**config.mk**
```make
export PLATFORM = sky130hd
export DESIGN_NAME = cache_arbiter
export DESIGN_NICKNAME = d
export VERILOG_FILES = /design/src/rtl/cache_arbiter.sv
export SDC_FILE = /design/constraint.sdc
export NUM_CORES = 1
export LEC_CHECK = 0
export ABC_AREA = 1
export BUFFER_PORTS_ARGS = -buffer_cell sky130_fd_sc_hd__buf_4
export CAP_MARGIN = 10
export CORE_AREA = 2 2 533 535
export DETAILED_ROUTE_END_ITERATION = 16
export DIE_AREA = 0 0 535 537
export SYNTH_ARGS = -nofsm -noshare
export SYNTH_HDL_FRONTEND = slang
export SYNTH_SLANG_ARGS = --single-unit
```
**constraint.sdc**
```tcl
create_clock -name clk -period 2.08 [get_ports clk]
set_input_delay 0.104 -clock clk [delete_from_list [all_inputs] [get_ports clk]]
set_output_delay 0.104 -clock clk [all_outputs]
set_load 0.01 [all_outputs]
```
**src/rtl/cache_arbiter.sv**
```systemverilog
// cache_arbiter: shares a single L2 port between an I-cache (read-only) and a
// D-cache (read or writeback). One L2 transaction at a time; ties between the
// two requesters are broken round-robin using the last granted requester.
module cache_arbiter #(
  parameter int ADDR_W = 32,
  parameter int LINE_W = 256
) (
  input  logic              clk,
  input  logic              reset_n,

  // I-cache side
  input  logic [ADDR_W-1:0] i_addr,
  input  logic              i_read,
  output logic [LINE_W-1:0] i_rdata,
  output logic              i_resp,

  // D-cache side
  input  logic [ADDR_W-1:0] d_addr,
  input  logic              d_read,
  input  logic              d_write,
  input  logic [LINE_W-1:0] d_wdata,
  output logic [LINE_W-1:0] d_rdata,
  output logic              d_resp,

  // L2 side
  output logic [ADDR_W-1:0] l2_addr,
  output logic              l2_read,
  output logic              l2_write,
  output logic [LINE_W-1:0] l2_wdata,
  input  logic [LINE_W-1:0] l2_rdata,
  input  logic              l2_resp
);

  typedef enum logic [1:0] {
    IDLE    = 2'd0,
    SERVE_I = 2'd1,
    SERVE_D = 2'd2
  } state_t;

  state_t            state_reg, state_next;
  // 1 = D-cache received the most recent grant, 0 = I-cache did
  logic              last_grant_d_reg, last_grant_d_next;
  // Captured transaction: the L2 port is driven only from these while serving
  logic [ADDR_W-1:0] addr_reg, addr_next;
  logic [LINE_W-1:0] wdata_reg, wdata_next;
  logic              write_reg, write_next;

  logic              i_req;
  logic              d_req;
  logic              grant_i;
  logic              grant_d;
  logic              busy;

  // Arbitration: a lone requester always wins; on a tie the requester that
  // was not granted last time wins, which bounds waiting to one transaction.
  always_comb begin
    i_req   = i_read;
    d_req   = d_read | d_write;
    grant_i = i_req & (~d_req | last_grant_d_reg);
    grant_d = d_req & ~grant_i;
  end

  // State and capture registers; reset aborts any transaction in flight.
  always_ff @(posedge clk or negedge reset_n) begin
    if (!reset_n) begin
      state_reg        <= IDLE;
      last_grant_d_reg <= 1'b1;
      addr_reg         <= '0;
      wdata_reg        <= '0;
      write_reg        <= 1'b0;
    end else begin
      state_reg        <= state_next;
      last_grant_d_reg <= last_grant_d_next;
      addr_reg         <= addr_next;
      wdata_reg        <= wdata_next;
      write_reg        <= write_next;
    end
  end

  // Next-state logic: grant and capture in IDLE, return to IDLE on l2_resp.
  always_comb begin
    state_next        = state_reg;
    last_grant_d_next = last_grant_d_reg;
    addr_next         = addr_reg;
    wdata_next        = wdata_reg;
    write_next        = write_reg;

    case (state_reg)
      IDLE: begin
        // l2_resp is deliberately not looked at here: a stray pulse is ignored
        if (grant_i) begin
          state_next        = SERVE_I;
          last_grant_d_next = 1'b0;
          addr_next         = i_addr;
          wdata_next        = '0;
          write_next        = 1'b0;
        end else if (grant_d) begin
          state_next        = SERVE_D;
          last_grant_d_next = 1'b1;
          addr_next         = d_addr;
          // A simultaneous read+write from the D-cache is treated as a write
          wdata_next        = d_write ? d_wdata : '0;
          write_next        = d_write;
        end
      end

      SERVE_I: begin
        if (l2_resp) begin
          state_next = IDLE;
        end
      end

      SERVE_D: begin
        if (l2_resp) begin
          state_next = IDLE;
        end
      end

      default: begin
        state_next = IDLE;
      end
    endcase
  end

  // Output decode: strobes and address come from the captured registers only,
  // so requester inputs can change freely once a transaction is granted.
  always_comb begin
    busy     = (state_reg == SERVE_I) || (state_reg == SERVE_D);
    l2_addr  = addr_reg;
    l2_wdata = wdata_reg;
    l2_read  = busy & ~write_reg;
    l2_write = busy & write_reg;
    i_resp   = (state_reg == SERVE_I) & l2_resp;
    d_resp   = (state_reg == SERVE_D) & l2_resp;
    // Read data passes straight through; qualified by the matching resp
    i_rdata  = l2_rdata;
    d_rdata  = l2_rdata;
  end

endmodule

```
==> metrics.csv <==
stage;metric;value;unit
grt;grt.total_usage;0.121;
cells_and_area;area.growth.synth_to_final;61.1;%
sta;fin_crit_sh;0.974;
routing;wl_per_cell;28.2;um
grt;grt_overflow;0;
worst_setup_path;path_class;register to register;
sta;maxSlewHeadroom;0.383;
flow_run;cap_viol_max_count;0;
sta;fin_setup_tns;0;ns
sta;hold_viol_final;0;
sta;rsz0062_at_grt;no;
placed_design;dp_hpwl;159;mm
worst_setup_path;cp_max_stage_delay;0.40;ns
clock_tree;htree_num_levels;2;
clock_tree;numClockSinks;292;
placed_design;place_ws;0.168;ns
power;power.leakage;13.2;nW
synthesis;synth_cells;2218;
synthesis;ys.warnings.count;0;
synthesis;postSynthNetCount;2803;
power;power_density;1290;mW/mm^2
sta;finalMaxSlewViolations;0;
routing;route.detailed.drc;0;
cells_and_area;layout_common_cells;sky130_fd_sc_hd__nand2_1, sky130_fd_sc_hd__buf_4, sky130_fd_sc_hd__dlygate4sd3_1;
cells_and_area;most_frequent_standard_cell_in_the_layout_excluding_fill_and_tap_cells;sky130_fd_sc_hd__nand2_1;
floorplan;std_cell_rows;195;
worst_setup_path;timing.critical_path.required;2.66;ns
worst_setup_path;cpMaxStageDelayCell;sky130_fd_sc_hd__dfrtp_1;
worst_setup_path;cp.arrival;2.61;ns
grt;grt_pass1_wl;216;mm
worst_setup_path;critical_path.startpoint_type;register;
clock_tree;cts-resized-gates;0;
worst_setup_path;cp_max_fo;53;
synthesis;synth_seq_area_share;0.414;
power;ir_drop;0.000714;V
synthesis;synth.cell_area;0.0176;sq mm
synthesis;synth_compound_gate_area_share;0.00156;
routing;final_antenna_net_count;0;
worst_setup_path;crit_top_cell;sky130_fd_sc_hd__buf_12;
routing;drtPass1Iterations;5;
synthesis;synth.ff_latch_count;292;
floorplan;placeableCoreArea;0.281;sq mm
sta;fin_worst_skew;0.0647;ns
clock_tree;cts.root.buffer_cell;sky130_fd_sc_hd__clkbuf_16;
synthesis;synth_xor_xnor_area_share;0;
cells_and_area;largest_register_ff_count;256;
cells_and_area;layout.filler_cells;32569;
floorplan;design.die.area;0.287;sq mm
grt;grt_antenna_before_repair;73;
clock_tree;cts_buffers;45;
routing;detail_route.vias_per_cell;2.61;
sta;tightest_slew;0.922;ns
synthesis;synthSimpleGateAreaFrac;0.315;
min_path;hold_class;primary input to register;
grt;grt_start_max_net_pins;76;
synthesis;synthDominantAreaCellType;sky130_fd_sc_hd__dfrtp_1;
routing;wirelength;182;mm
synthesis;synth.mux.area_fraction;0;
placed_design;gp_congestion;0.934;
sta;final.setup.worst_slack;0.0549;ns
routing;route.vias.total;16821;
worst_setup_path;cells_along_the_critical_path;inv_1 > ha_1 > inv_1 > a21oi_4 > buf_12 > buf_12 > buf_12 > nand3b_1 > nand2_1;
sta;setup_viol;0;
synthesis;post_synth.cell_area_avg;7.95;sq um
synthesis;dominant_combinational_cell_family_by_area_after_synthesis;simple AND/OR/NAND/NOR gates;
sta;final_period_minus_worst_setup_slack;2.03;ns
synthesis;ys_types;19;
floorplan;io-pin-count;1386;
synthesis;synth_largest_type_area_fraction;0.413;
clock_tree;clkLatencyLatePin;0.70;ns
floorplan;floorplan.initialDensity;0.0627;
floorplan;die-height;537;um
routing;initialDrtViolationCount;1466;
worst_setup_path;end_kind;register;
synthesis;synth_adder_area_share;0.00213;
floorplan;die-width;535;um
status;run_status;finished, final reports clean;
synthesis;yosys-top-cells-area;sky130_fd_sc_hd__dfrtp_1, sky130_fd_sc_hd__buf_4, sky130_fd_sc_hd__nand2_1, sky130_fd_sc_hd__nand3b_1, sky130_fd_sc_hd__buf_2;
clock_tree;clk_path_buf_depth;3;
placed_design;portBuffers;617;
grt;first_global_vias;16521;
sta;achievable-frequency;494;MHz
clock_tree;tritoncts;yes;
cells_and_area;layout-drive-gt1-share;0.292;
clock_tree;path_clk_slew;0.06;ns
cells_and_area;finalNetCount;3226;
-- kinds of logic (layout without fill, tap and decap cells) --
kind of cell    after synthesis  count (layout)
fa+ha+maj                     3               3
compound gates                4               4
flops                       292             292
simple gates               1202            1202
buf+inv                     717            1177
other cells                   0              26
-- routing by layer --
layer / wire length, um / GRT usage / vias up / part of all wire
met2: 72500 / 0.169 / 1506 / 0.40
met3: 50300 / 0.150 / 553 / 0.28
met4: 12700 / 0.0746 / 22 / 0.070
met1: 45500 / 0.0898 / 7507 / 0.25
met5: 627 / 0.0125 / - / 0.0035
li1: - / - / 7233 / -
-- stage by stage --
stage | area [sq um] | util | power, mW | hold WS, ns | instances
after floorplan | 17600 | - | 17.1 | -0.192 | 2218
after global placement | 23400 | 0.0833 | 27.9 | 0.0837 | 6010
after detailed placement | 23400 | 0.0833 | 27.9 | 0.0883 | 6010
after CTS | 28400 | 0.101 | 37.4 | 0.0213 | 6421
after global routing | 28400 | 0.101 | 39.1 | 0.0539 | 6439
final | 28400 | 0.101 | 36.6 | 0.0723 | 6447
-- worst paths after layout --
path | startpoint | to | slack, ns | cells after the start
hold reg to reg | l2_wdata[167]$_DFFE_PN0P_ | l2_wdata[167]$_DFFE_PN0P_ | 0.48 | 2
max in group asynchronous | reset_n | l2_wdata[198]$_DFFE_PN0P_ | 0.54 | 3
min in group asynchronous | reset_n | l2_wdata[255]$_DFFE_PN0P_ | 0.18 | 3
setup reg to reg | state_reg[0]$_DFFE_PN0P_ | l2_wdata[52]$_DFFE_PN0P_ | 0.05 | 9
hold / removal | i_addr[13] | l2_addr[13]$_DFFE_PN0P_ | 0.07 | 6
setup / recovery | state_reg[0]$_DFFE_PN0P_ | l2_wdata[52]$_DFFE_PN0P_ | 0.05 | 9
-- timing repair --
item                      CTS  global route
hold endpoints to repair  581             0
buffers inserted            0             0
hold buffers              327             0
-- where the power goes --
group | switching [mW] | internal [mW] | leakage [nW]
combinational | 11.2 | 6.52 | 8.60
sequential | 2.09 | 8.26 | 3.84
clock | 3.42 | 5.11 | 0.800
-- Yosys cell counts (all sizes together) --
library cell / count
buf: 600
dfrtp: 291
nand3b: 256
nand3: 67
a21oi: 1
or2: 1
o21ai: 3
dfstp: 1
clkbuf: 43
inv: 74
nand2: 876
ha: 3
nor2: 2
-- final cells by class --
type / count / area [sq um] / area share
repair buffers: 1019 / 8800 / 0.310
flip-flops and latches: 292 / 7310 / 0.257
multi-input cells: 1209 / 5650 / 0.199
well taps: 3743 / 4680 / 0.165
clock buffers: 61 / 1320 / 0.0464
clock inverters: 23 / 310 / 0.0109
inverters: 74 / 285 / 0.0100
diodes: 26 / 65.1 / 0.00229
-- worst max-delay path, delay by kind of cell, from the launching register on --
kind                     cells  cell delay, ns
AO/OA/AOI/OAI                1            0.15
adder cells (fa/ha/maj)      1            0.16
buffers and inverters        5            0.81
flip-flops                   1            0.40
AND/OR/NAND/NOR              2            0.21
Power figures use the tool's default switching activity.
